File: config.mk
export PLATFORM = sky130hd
export DESIGN_NAME = eq_ui_controller
export DESIGN_NICKNAME = d
export VERILOG_FILES = /design/src/rtl/eq_ui_pkg.sv /design/src/rtl/ui_timeout_counter.sv /design/src/rtl/eq_ui_controller.sv
export SDC_FILE = /design/constraint.sdc
export NUM_CORES = 1
export LEC_CHECK = 0
export ABC_AREA = 1
export BUFFER_PORTS_ARGS = -buffer_cell sky130_fd_sc_hd__buf_2
export CORE_ASPECT_RATIO = 0.7
export CORE_MARGIN = 5
export CORE_UTILIZATION = 55
export DETAILED_ROUTE_END_ITERATION = 16
export MAX_ROUTING_LAYER = met4
export PLACE_DENSITY_LB_ADDON = 0.05
export SLEW_MARGIN = 20
export SYNTH_ARGS = -nofsm -noshare
export SYNTH_HDL_FRONTEND = slang
export SYNTH_SLANG_ARGS = --single-unit
File: constraint.sdc
create_clock -name i_clk -period 3.1 [get_ports i_clk]
set_clock_uncertainty 0.15 [all_clocks]
set_input_delay 0.31 -clock i_clk [delete_from_list [all_inputs] [get_ports i_clk]]
set_output_delay 0.31 -clock i_clk [all_outputs]
set_load 0.02 [all_outputs]
File: src/rtl/eq_ui_pkg.sv
// Shared types and defaults for the equalizer user-interface controller.
package eq_ui_pkg;

  typedef enum logic [2:0] {
    ST_INIT  = 3'd0,
    ST_LEVEL = 3'd1,
    ST_BAND  = 3'd2,
    ST_GAIN  = 3'd3
  } ui_state_t;

  localparam int NUM_BANDS_DEF = 6;
  localparam int GAIN_MAX_DEF  = 12;
  localparam int GAIN_MIN_DEF  = -12;

  typedef struct packed {
    logic [2:0]        band;
    logic signed [4:0] gain;
  } cfg_word_t;

endpackage

File: src/rtl/ui_timeout_counter.sv
// Idle timer: counts while enabled, pulses tc on the last cycle and restarts.
module ui_timeout_counter #(
  parameter int unsigned TIMEOUT_CYC = 250_000_000,
  parameter int unsigned CNT_W       = 28
) (
  input  logic clk,
  input  logic rst_n,
  input  logic clear,
  input  logic enable,
  output logic tc
);

  logic [CNT_W-1:0] count;

  assign tc = enable && (count == CNT_W'(TIMEOUT_CYC - 1));

  always_ff @(posedge clk) begin
    if (!rst_n) begin
      count <= '0;
    end else if (clear || !enable || tc) begin
      count <= '0;
    end else begin
      count <= count + 1'b1;
    end
  end

endmodule

File: src/rtl/eq_ui_controller.sv
// Key-driven UI state machine for the 6-band EQ: band/gain selection,
// display outputs and gain configuration words towards the filter datapath.
module eq_ui_controller
  import eq_ui_pkg::*;
#(
  parameter int          NUM_BANDS   = NUM_BANDS_DEF,
  parameter int          GAIN_MAX    = GAIN_MAX_DEF,
  parameter int          GAIN_MIN    = GAIN_MIN_DEF,
  parameter int unsigned TIMEOUT_CYC = 250_000_000,
  parameter int unsigned CNT_W       = 28
) (
  input  logic        i_clk,
  input  logic        i_rst_n,
  input  logic        i_key_mode,
  input  logic        i_key_up,
  input  logic        i_key_down,
  output logic [2:0]  o_state,
  output logic [2:0]  o_band,
  output logic [15:0] o_gain,
  output logic        o_cfg_valid,
  output logic [2:0]  o_cfg_band,
  output logic [4:0]  o_cfg_gain,
  input  logic        i_cfg_ready
);

  localparam logic [2:0]        LAST_BAND = 3'(NUM_BANDS);
  localparam logic signed [4:0] G_MAX     = 5'(GAIN_MAX);
  localparam logic signed [4:0] G_MIN     = 5'(GAIN_MIN);

  ui_state_t         state, state_nxt;
  logic [2:0]        band, band_nxt;
  logic signed [4:0] gains [NUM_BANDS];
  logic signed [4:0] gain_cur, gain_nxt, gain_disp;
  logic              gain_we;
  cfg_word_t         cfg, cfg_nxt;
  logic              cfg_valid, cfg_valid_nxt;
  logic              key_mode, key_up, key_down, any_key;
  logic              cnt_en, tc;

  assign key_mode = i_key_mode;
  assign key_up   = i_key_up & ~i_key_mode;
  assign key_down = i_key_down & ~i_key_up & ~i_key_mode;
  assign any_key  = i_key_mode | i_key_up | i_key_down;
  assign cnt_en   = (state == ST_BAND) || (state == ST_GAIN);
  assign gain_cur = gains[band - 3'd1];

  ui_timeout_counter #(
    .TIMEOUT_CYC(TIMEOUT_CYC),
    .CNT_W      (CNT_W)
  ) u_timeout (
    .clk   (i_clk),
    .rst_n (i_rst_n),
    .clear (any_key),
    .enable(cnt_en),
    .tc    (tc)
  );

  always_comb begin
    state_nxt     = state;
    band_nxt      = band;
    gain_we       = 1'b0;
    gain_nxt      = gain_cur;
    cfg_nxt       = cfg;
    cfg_valid_nxt = cfg_valid;
    if (state == ST_INIT) begin
      // Broadcast: cfg.band walks 1..LAST_BAND with gain 0, one per accept.
      if (!cfg_valid) begin
        cfg_valid_nxt = 1'b1;
      end else if (i_cfg_ready) begin
        if (cfg.band == LAST_BAND) begin
          cfg_valid_nxt = 1'b0;
          state_nxt     = ST_LEVEL;
        end else begin
          cfg_nxt.band = cfg.band + 3'd1;
        end
      end
    end else begin
      if (cfg_valid && i_cfg_ready) cfg_valid_nxt = 1'b0;
      case (state)
        ST_LEVEL: if (key_mode) state_nxt = ST_LEVEL == state ? ST_BAND : state;
        ST_BAND: begin
          if (key_mode)      state_nxt = ST_GAIN;
          else if (key_up)   band_nxt  = (band == LAST_BAND) ? 3'd1 : band + 3'd1;
          else if (key_down) band_nxt  = (band == 3'd1) ? LAST_BAND : band - 3'd1;
          else if (tc)       state_nxt = ST_LEVEL;
        end
        ST_GAIN: begin
          if (key_mode) begin
            state_nxt = ST_BAND;
          end else if (key_up || key_down) begin
            if (!cfg_valid) begin
              if (key_up && (gain_cur < G_MAX)) begin
                gain_we  = 1'b1;
                gain_nxt = gain_cur + 5'sd1;
              end else if (key_down && (gain_cur > G_MIN)) begin
                gain_we  = 1'b1;
                gain_nxt = gain_cur - 5'sd1;
              end
            end
          end else if (tc) begin
            state_nxt = ST_LEVEL;
          end
        end
        default: ;
      endcase
      if (gain_we) begin
        cfg_nxt.band  = band;
        cfg_nxt.gain  = gain_nxt;
        cfg_valid_nxt = 1'b1;
      end
    end
  end

  assign gain_disp = gain_we ? gain_nxt : gains[band_nxt - 3'd1];

  always_ff @(posedge i_clk) begin
    if (!i_rst_n) begin
      state     <= ST_INIT;
      band      <= 3'd1;
      for (int unsigned i = 0; i < unsigned'(NUM_BANDS); i++) gains[i] <= '0;
      cfg.band  <= 3'd1;
      cfg.gain  <= '0;
      cfg_valid <= 1'b0;
      o_gain    <= '0;
    end else begin
      state     <= state_nxt;
      band      <= band_nxt;
      if (gain_we) gains[band - 3'd1] <= gain_nxt;
      cfg       <= cfg_nxt;
      cfg_valid <= cfg_valid_nxt;
      o_gain    <= {{11{gain_disp[4]}}, gain_disp};
    end
  end

  assign o_state     = state;
  assign o_band      = band;
  assign o_cfg_valid = cfg_valid;
  assign o_cfg_band  = cfg.band;
  assign o_cfg_gain  = cfg.gain;

endmodule

* Word-level counts from Yosys, hierarchy flattened *
Memories as Yosys holds them, arrays and structs flattened. A register that Yosys moved wholly into a read port is not among the register bits.
Index checks and enable logic that the tools add are counted.

cells by class
  add/sub/neg operators = 7
  $lt $le $gt $ge = 2
  equality and inequality tests = 17
  muxes and demuxes = 53
  bitwise logic cells = 9
  reduce and logical (&&, ||, !) cells = 19

operator list
  kind                     count
  $mux W3                  24
  $mux W5                  8
  $add A28 B1 Y28 const B  1
  $eq A28 B28 Y1 const B   1
  $mux W1                  19
  $pmux W3 S3              1
  $reduce_and A9 Y1        1
  $mux W8                  1
  $ne A4 B3 Y1 const B     2
  $add A3 B1 Y3 const B    2
  $eq A3 B1 Y1 const B     2
  $eq A3 B2 Y1 const B     2
  $eq A3 B3 Y1 const B     2
  $ne A2 B2 Y1 const B     3
  $ne A3 B3 Y1 const B     2
  $sub A3 B1 Y3 const B    2
  $add A5 B2 Y5 const B    1
  $gt A5 B5 Y1 const B     1
  $lt A5 B5 Y1 const B     1
  $reduce_or A5 Y1         1
  $sub A5 B2 Y5 const B    1
  $logic_and A1 B1 Y1      4
  $logic_or A1 B1 Y1       4
  $ne A4 B4 Y1 const B     1
  other kinds (13)         20

storage, ports and cells
  flip-flop bits (word level) = 43
  RAM bits = 30
  input bits = 6
  output and inout bits = 31
  logic and storage cells = 114
  memories kept = 1

memories
  memory  depth  width  rd ports  clocked after Yosys merged registers in  wr ports  RTL line                source
  gains   6      5      2         1                                        6         eq_ui_controller.sv:32  logic signed [4:0] gains [NUM_BANDS];

* Logic depth before layout (Yosys ltp) *
Gate-level depths: netlist of the first run.

  depth in word-level cells = 17
  depth in mapped cells = 22
  depth with buffers taken out = 21

* Modules after synthesis *
A second synthesis of the first run with hierarchy kept.

unflattened totals
  cells, all modules = 752
  area total of the unflattened synthesis = 5405.2 um2

by module, submodules not included
  module              times used  cells an instance  area each (um2)  seq. area each (um2)
  eq_ui_controller    1           496                3831.2           1601.5
  ui_timeout_counter  1           256                1574.0           560.5

* Worst setup path before layout of the first run *
No wires, ideal clock.

  kind = reg2reg
  from = register band[0], in the netlist o_band[0]
  to = memory gains[7][0], enable pin
  setup time = 0.374 ns
  arrival time = 2.846 ns
  required time = 2.576 ns
  slack = -0.270 ns
  stages on the path, launching flop included = 18
  path buffers = 2
  period minus slack after synthesis = 3.370 ns
  cell sequence = dfxtp_1 inv_2 buf_2 ha_1 inv_1 buf_2 o211ai_1 nand2_1 nand2_1 nand2_2 nand2_1 nand2_1 nand2_2 nand2_2 nand2_4 nand2_1 nand2_1 nor3_1

RTL lines
  item                    RTL line                 source
  start, declared         eq_ui_controller.sv:31   logic [2:0] band, band_nxt;
  start signal, assigned  eq_ui_controller.sv:127  band <= band_nxt;
  end, declared           eq_ui_controller.sv:32

==> flow_results.org, run 1 <==
** Drt
- For this block, the via count after detailed routing is 4705.
- The count of nets left with antenna violations once routing finished came out at 0.
- The first TritonRoute pass finished after 5 iterations.
- For this block, wires on met1 add up to 6650 µm.
- Top sig layer :: met4
- Final wirelength :: 14000 µm
- Using the TritonRoute via totals, the vias-per-cell ratio works out to 5.58.
- For this run, design rule violations remaining after detail routing come to 0.
- Dividing the detail-routed wire length by the instance count gives 16.6 µm.
- The routed design uses 1730 µm of met3 wire.
- Metal2 WL :: 5390 µm
- For this block, the initial DRC count from the detailed router was 703.

** GRT
- Number of antenna violations at the first check in global routing :: 0
- For this run, the total global-route usage over all layers was measured as 27.8%.
- Number of global-route vias before repair :: between 4000 and 5000
- Global-route wire length before repair :: 22000 µm
- Grt total ovfl :: 0
- Largest net degree at the start of global routing :: 35

** Floorplanning
- Effective utilization at floorplan :: 57.0%
- After floorplanning, the core was divided into 28 placement rows.
- Die extent in y :: ~89 µm
- Die Outline Area :: 10900 µm²
- Floorplan die width :: 123 µm
- Count of pins on the block boundary :: 37
- The core region is 8550 µm².

** Worst setup path
- Reg2reg setup slack :: 0.15 ns
- The worst setup path is captured at a flop.
- The worst register-to-register path ends at gains[2][3].
- Critical Setup Path Class :: flop to flop
- The worst register-to-register path begins at o_band[1].
- For this design, the slowest cell found on the critical path is dfxtp_1.
- STA puts the critical path data required time at 3.05 ns.
- Max incr delay on CP :: 0.33 ns
- Highest net fanout along the worst path :: 7
- The worst register-to-register path has a depth of 16.
- The signal on the critical path passes through inv_1, ha_4, clkinvlp_4, buf_4, nand3_1, nand3_1, nand2_1, nor2_1, nand2_1, nand2_2, a21oi_4, nand3_1, xor2_2, nor2_2, inv_2, nor2_1.
- Startpoint kind of the worst setup timing path :: flop
- Cell mode on critical path :: nand3_1
- Arr. time, crit path :: a little under 3 ns

** Placement
- HPWL Detailed :: 10300 µm
- Global placer's final weighted congestion :: 1.01
- Number of buffer cells added on primary ports :: 36
- After detailed placement, the design holds a cell count of about 800.

** Timing
- Share of the clock period used by the worst path :: between 90% and 100%
- The number of pins with negative max-slew slack in the final report was 0.
- Tmin final :: 2.95 ns
- For this run, the top clock speed supported by timing is 338 MHz.
- Slew at the pin with the worst max-slew slack :: 0.446 ns
- Setup violators final :: 0
- Measured against its own limit, the worst slew margin works out to 70.0%.
- Setup repair after global routing missed its margin :: true
- The hold violation total from the final report was 0.

** Min path
- The startpoint identified for the worst hold timing path is i_cfg_ready.
- Hold Crit Depth :: 4
- Hold crit path type :: input port to flop
- Hold-critical path endpoint :: o_cfg_valid

** Layout
- Fill cells in the final layout number 734.
- Antenna diode count :: 0
- From synthesis to final layout, the design area changed by 18.2%.
- Layout Cells excl Fill :: around 840
- Sequential cell area :: 2170 µm²
- The multi-input combinational cells in the finished layout cover a total of 2330 µm².
- Fin nets :: around 730
- The post-route netlist has 18.3% of its cells at a drive strength greater than 1.

** Synthesis
- Post-Synthesis Cells :: 658
- After synthesis, the cell types taking the most area are edfxtp_1 25%, dfxtp_1 20%, nand2_1 11%, nor2_1 7.2%, inv_1 6.1%.
- The Yosys step of the flow raised 0 warnings.
- The number of nets handed over by synthesis was between 600 and 700.
- The synthesized design spends more area on one cell type than any other, namely edfxtp_1.
- Synth cell count leaders :: 143 x nand2_1, 94 x nor2_1, 79 x inv_1
- The cell area that synthesis handed to floorplanning was between 4000 and 5000 µm².
- Cell with the most instances after synthesis :: nand2_1
- Share of synthesized area occupied by flip-flops and latches :: about 44%
- Syn avg cell area :: 7.41 µm²
- In this run, synthesis inferred 40 flip-flops with an integrated enable.
- Share of the synthesized area in the top cell type :: 24.6%
- After synthesis the netlist holds a flip-flop and latch count of 88.
- Among all flip-flop cells after synthesis, the most frequent one is dfxtp_1.
- In the synthesized netlist the async set-or-reset flop fraction comes to 0%.
- Number of unique standard cell types used by synthesis :: between 40 and 50

** Clock tree
- CTS placed an instance of clkbuf_16 at the clock tree root.
- The number of clock buffers added by TritonCTS is 9.
- In this run the number of H-tree levels came out at 3.
- The number of hold buffers added after CTS was 0.
- Clock insertion delay at the later pin of the skew report :: 0.35 ns
- CTS Sinks :: 88
- After clock tree synthesis, the clock-pin slew on the worst setup and hold paths is approximately 0.07 ns.
- No sink is reached through more buffers than the 2 on the longest clock path.
- TritonCTS built the clock tree.

** Power and ir drop
- Across the VDD grid, the largest voltage drop is 0.493 mV.
- Final Total Pwr :: 2.52 mW
- In this run the power density over the cells is 437 nW/µm².
- Standby leakage power :: 2.44 nW

** Status
- Status :: finished clean

** Flow run
- Max-Cap Viols :: 0
-- flip-flops by register name, indices dropped and copies added (netlist names) --
name,count
o_state,3
o_cfg_valid,1
u_timeout.count,28
o_gain,5
o_cfg_gain,5
gains,40
o_band,3
o_cfg_band,3
-- repair_timing --
item / CTS / global route
gates resized for setup: 5 / 17
buffers inserted: 2 / 8
cloned: 1 / 0
endpoints found under the setup margin: 10 / 86
pin swaps: 1 / 6
-- power by group --
part / switching (mW) / total (mW) / internal (mW)
clock network: 0.492 / 1.13 / 0.633
registers: 0.0177 / 1.25 / 1.23
logic: 0.0972 / 0.143 / 0.0463
-- cells in the final DEF (no fill, tap or decap), types with 2 or more instances in the layout --
cell type   count
nor3_2          3
nor2_4          3
clkbuf_16       9
a31oi_1         4
buf_6           2
o31ai_1         2
nand3b_1        2
nand3_2         5
xor2_2          2
o211ai_1        6
clkinvlp_4      2
buf_4          36
inv_2           6
nor3_1         19
inv_6           2
o21ai_0        44
nand3_1        42
nor4_1          3
nand2_4         6
ha_1            9
inv_1          78
nor2_1         92
nand2_2         5
nand2_1       137
xnor2_1         2
nor2_2          4
edfxtp_1       40
nand4_1         9
xor2_1          2
dfxtp_1        47
a211oi_1        2
a21oi_1        38
o21a_1          2
or2_2           3
buf_2          36
clkinv_1        3
-- routing by layer --
layer / up-vias / track usage (%)
li1: 2271 / -
met1: 2157 / 40.2
met2: 253 / 36.4
met3: 24 / 9.20
met4: 0 / 8.33
met5: - / -
-- cell type report --
class                      count  share of cell area (%)
inverter                      87                    5.73
multi-input combinational    457                    40.5
clock buffer                   9                    3.91
clock inverter                 7                    1.32
timing repair buffer          74                    8.21
timing repair inverter         1                   0.130
sequential                    88                    37.6
tap                          120                    2.61
-- how the worst max path moves through the flow --
stage	endpoint	cells after the start	start
floorplan	gains[3][0]	18	o_band[0]
global placement	gains[1][3]	16	o_band[0]
detailed placement	gains[1][0]	17	o_band[0]
CTS	gains[6][4]	15	o_band[1]
global route	o_gain[1]	19	o_band[1]
finish	gains[2][3]	16	o_band[1]
-- critical path, delay by kind of cell (launching register included) --
family	cells	cell delay, ns
AOI/OAI and AO/OA	1	0.22
xor gates and xnor gates	1	0.28
adders and majority gates	1	0.33
buffers and inverters	4	0.56
DFF	1	0.33
and+or+nand+nor	9	0.86
-- stage by stage --
step,setup TNS [ns],util [%],setup slack [ns],cell area (µm²),hold WS (ns)
floorplan,0,-,0.00800,4890,0.268
detailed placement,-0.267,61.8,-0.0351,5290,0.286
global route,-0.00903,67.4,-0.00903,5760,0.195
finish,0,67.4,0.145,5760,0.179
global placement,0,61.8,0.0588,5290,0.279
CTS,0,65.8,0.0391,5630,0.163
-- cells by family after synthesis --
family / Yosys count / share of synthesized area, %
compound gates: 105 / 12.1
xor+xnor: 7 / 1.57
fa+ha+maj: 10 / 2.57
buf+inv: 113 / 9.70
flops: 88 / 44.4
simple gates: 335 / 29.7
No activity file was read; power rests on OpenSTA's default activity.
==> inputs of run 2 (changes only) <==
- RECOVER_POWER: not set -> 25
==> run 2 against run 1 <==
- global-route usage unchanged
- via count is essentially flat
- combinational power is essentially flat
- clock-buffer cell count did not move
- largest power group unchanged
- highest routed layer unchanged
==> flow_results.org, run 2 (synthesis gave the netlist of run 1 again) <==
** Status
- The flow ran to the end, and the final reports show no timing, DRC or antenna violations.

** Layout
- Area grow syn2layout :: 17.5%
- The library cell used most frequently in the layout, excluding fill and tap cells, is nand2_1.
- Filler Cell Count :: approximately 750
- Fin nets :: 734
- Sequential cell area :: 2170 µm²
- Final instance area :: 5720 µm²
- More flip-flops sit in one register than any other, and that register is gains.
- Cells with a size suffix above 1 make up 14.1% of the layout.
- The largest registers in the layout are gains x40, u_timeout.count x28.
- Number of flip-flops under the largest register name :: 40
- 0 antenna diodes ended up in the layout.
- Layout Cells excl Fill :: 843
- Summing all multi-input logic gate instances after layout gives 2330 µm².
- In the layout the commonest cells are 137 x nand2_1, 92 x nor2_1, 78 x inv_1.

** Power and ir drop
- Net switching is 24.1% of the power.
- Sequential cells account for approximately 50% of the total power.
- PD cells :: ~440 nW/µm²
- Peak VDD IR :: 0.494 mV
- Combinational cells account for under 10% of the total power.
- Standby leakage power :: 2.32 nW
- Switching power total :: 605 µW
- Internal power :: 1.91 mW
- Part of the total power dissipated in the clock network :: 44.7%

** Clock tree
- Clock buffers created by TritonCTS :: 9
- CTS clk-pin slew, worst paths :: 0.07 ns
- CTS Sinks :: 88
- Clock tree root driver cell :: clkbuf_16
- Clock buffer depth :: 2
- The clock tree synthesis step divided the H-tree into 3 levels.
- Clock latency on the worst-skew pair, taken at its later pin, is 0.35 ns.
- TritonCTS built the clock tree.
- Total of hold buffers inserted after clock tree synthesis :: 0

** Placement
- The wire-length estimate of the detail-placed layout is 10300 µm.
- Before CTS, the worst setup slack after placement is -0.0351 ns.
- In this run the cell area measured after placement is 5290 µm².
- Number of buffer cells added on primary ports :: 36
- Cell count after placement :: just over 800
- Global placer's final weighted congestion :: 1.01

** Worst setup path
- Endpoint required time on the critical path :: 3.05 ns
- The largest single stage delay on the critical path is 0.33 ns.
- CP startpoint :: o_band[1]
- The most numerous cell type found on the critical path is nand3_1.
- STA classifies the critical path startpoint as a flop.
- Critical path cell sequence :: inv_1, ha_4, clkinvlp_4, buf_4, nand3_1, nand3_1, nand2_1, nor2_1, nand2_1, nand2_2, a21oi_4, nand3_1, xor2_2, nor2_2, inv_2, nor2_1
- For the worst setup path, the data arrival time is a little under 3 ns.
- Highest net fanout along the worst path :: 7
- The worst register-to-register path begins at o_band[1].
- Critical Setup Path Class :: flop to flop
- Setup crit end kind :: flop
- For this design, the slowest cell found on the critical path is dfxtp_1.

** GRT
- Global routing used 27.8% of the available tracks across all layers.
- The number of global-route vias before repair came to 4145.
- Grt total ovfl :: 0
- The first global-routing pass estimated ~22000 µm of wire.
- Entering global routing, the biggest net connects 35 pins.
- The number of antenna violations at the first check in global routing is 0.

** Min path
- In this run the worst hold path is classified as input port to flop.
- Hold_sp :: i_cfg_ready

** Floorplanning
- Count of pins on the block boundary :: 37
- Floorplan die width :: 123 µm
- Measured along the y axis, the die boundary spans 88.8 µm.
- The core region is 8550 µm².
- Effective utilization at floorplan :: between 50% and 60%
- Row count :: 28
- Die Outline Area :: 10900 µm²

** Timing
- In the finished design, the share of the clock period the worst path needs comes to 95.3%.
- Headroom to the max-slew limit :: 69.1%
- Setup repair after global routing could not meet its margin everywhere.
- Slew at the pin with the worst max-slew slack :: about 0.46 ns
- Highest clock frequency the design can meet :: 339 MHz
- After layout, the minimum clock period comes to 2.95 ns.
- The number of pins with negative max-slew slack in the final report was 0.
- Hold_ws :: 0.178 ns
- Setup violations remaining at the end of the flow were counted as 0.
- Hold violation count in the final report :: 0
- Setup WS post-layout :: 0.146 ns

** Drt
- Via count :: 4709
- The pre-antenna-repair detailed-routing pass consisted of 5 iterations.
- Violation count after the first detailed-route iteration :: approximately 720
- Post-route ant nets :: 0
- Post-route DRC :: 0
- Dividing the detail-routed via count by the number of cells gives 5.59.
- Average wire per cell in the routed design :: 16.6 µm
- Final wirelength :: 14000 µm

** Flow run
- The tool flagged a number of max-cap violations equal to 0.
[run 2: cell count changes in the layout (fill, tap and decap cells not counted), sizes merged]
cell / change
clkbuf: +30
buf: -30
[run 2: area by class of cell]
cell class,count,share of cell area [%]
Multi-Input combinational cell,457,40.8
Sequential cell,88,37.8
Timing Repair Buffer,74,7.61
Inverter,87,5.77
Clock buffer,9,3.93
Tap cell,120,2.62
Clock inverter,7,1.33
Timing Repair inverter,1,0.131
[run 2: metal layers]
metal	share of wire, %	vias up	track usage (%)
met2	39	256	36.4
li1	-	2272	-
met5	0	-	-
met1	47	2157	40.2
met3	13	24	9.20
met4	1.8	0	8.33
[run 2: timing repair]
| action | CTS | global route |
|---|---|---|
| pin swaps | 1 | 6 |
| resized for setup | 5 | 17 |
| setup buffers | 2 | 8 |
| cloned | 1 | 0 |
| hold endpoints to repair | 0 | 0 |
| setup endpoints to repair | 10 | 86 |
[run 2: critical path: cells and delay by family (launching register included)]
kind            cells  cell delay, ns
buf+inv             4            0.55
flops               1            0.33
fa+ha+maj           1            0.33
simple gates        9            0.84
compound gates      1            0.22
xor+xnor            1            0.28
[run 2: through the flow]
step / setup TNS, ns / power, mW / utilization (%)
finish: 0 / 2.51 / 67.0
global route: -0.00904 / 2.61 / 67.0
CTS: 0 / 2.53 / 65.8
detailed placement: -0.267 / 1.41 / 61.8
global placement: 0 / 1.41 / 61.8
floorplan: 0 / 1.37 / -
[run 2: path summary, 6_finish.rpt]
check	cells after the start	to	slack, ns
hold reg to reg	1	u_timeout.count[0]	0.30
setup / recovery	16	gains[2][3]	0.15
setup reg to reg	16	gains[2][3]	0.15
hold / removal	4	o_cfg_valid	0.18
[run 2: power groups by stage]
stage,sequential (mW),combinational [mW],clock [mW]
after global placement,1.27,0.136,0
after CTS,1.25,0.137,1.14
final,1.25,0.140,1.12
after floorplan,1.28,0.0918,0
after global routing,1.25,0.154,1.20
after detailed placement,1.28,0.136,0
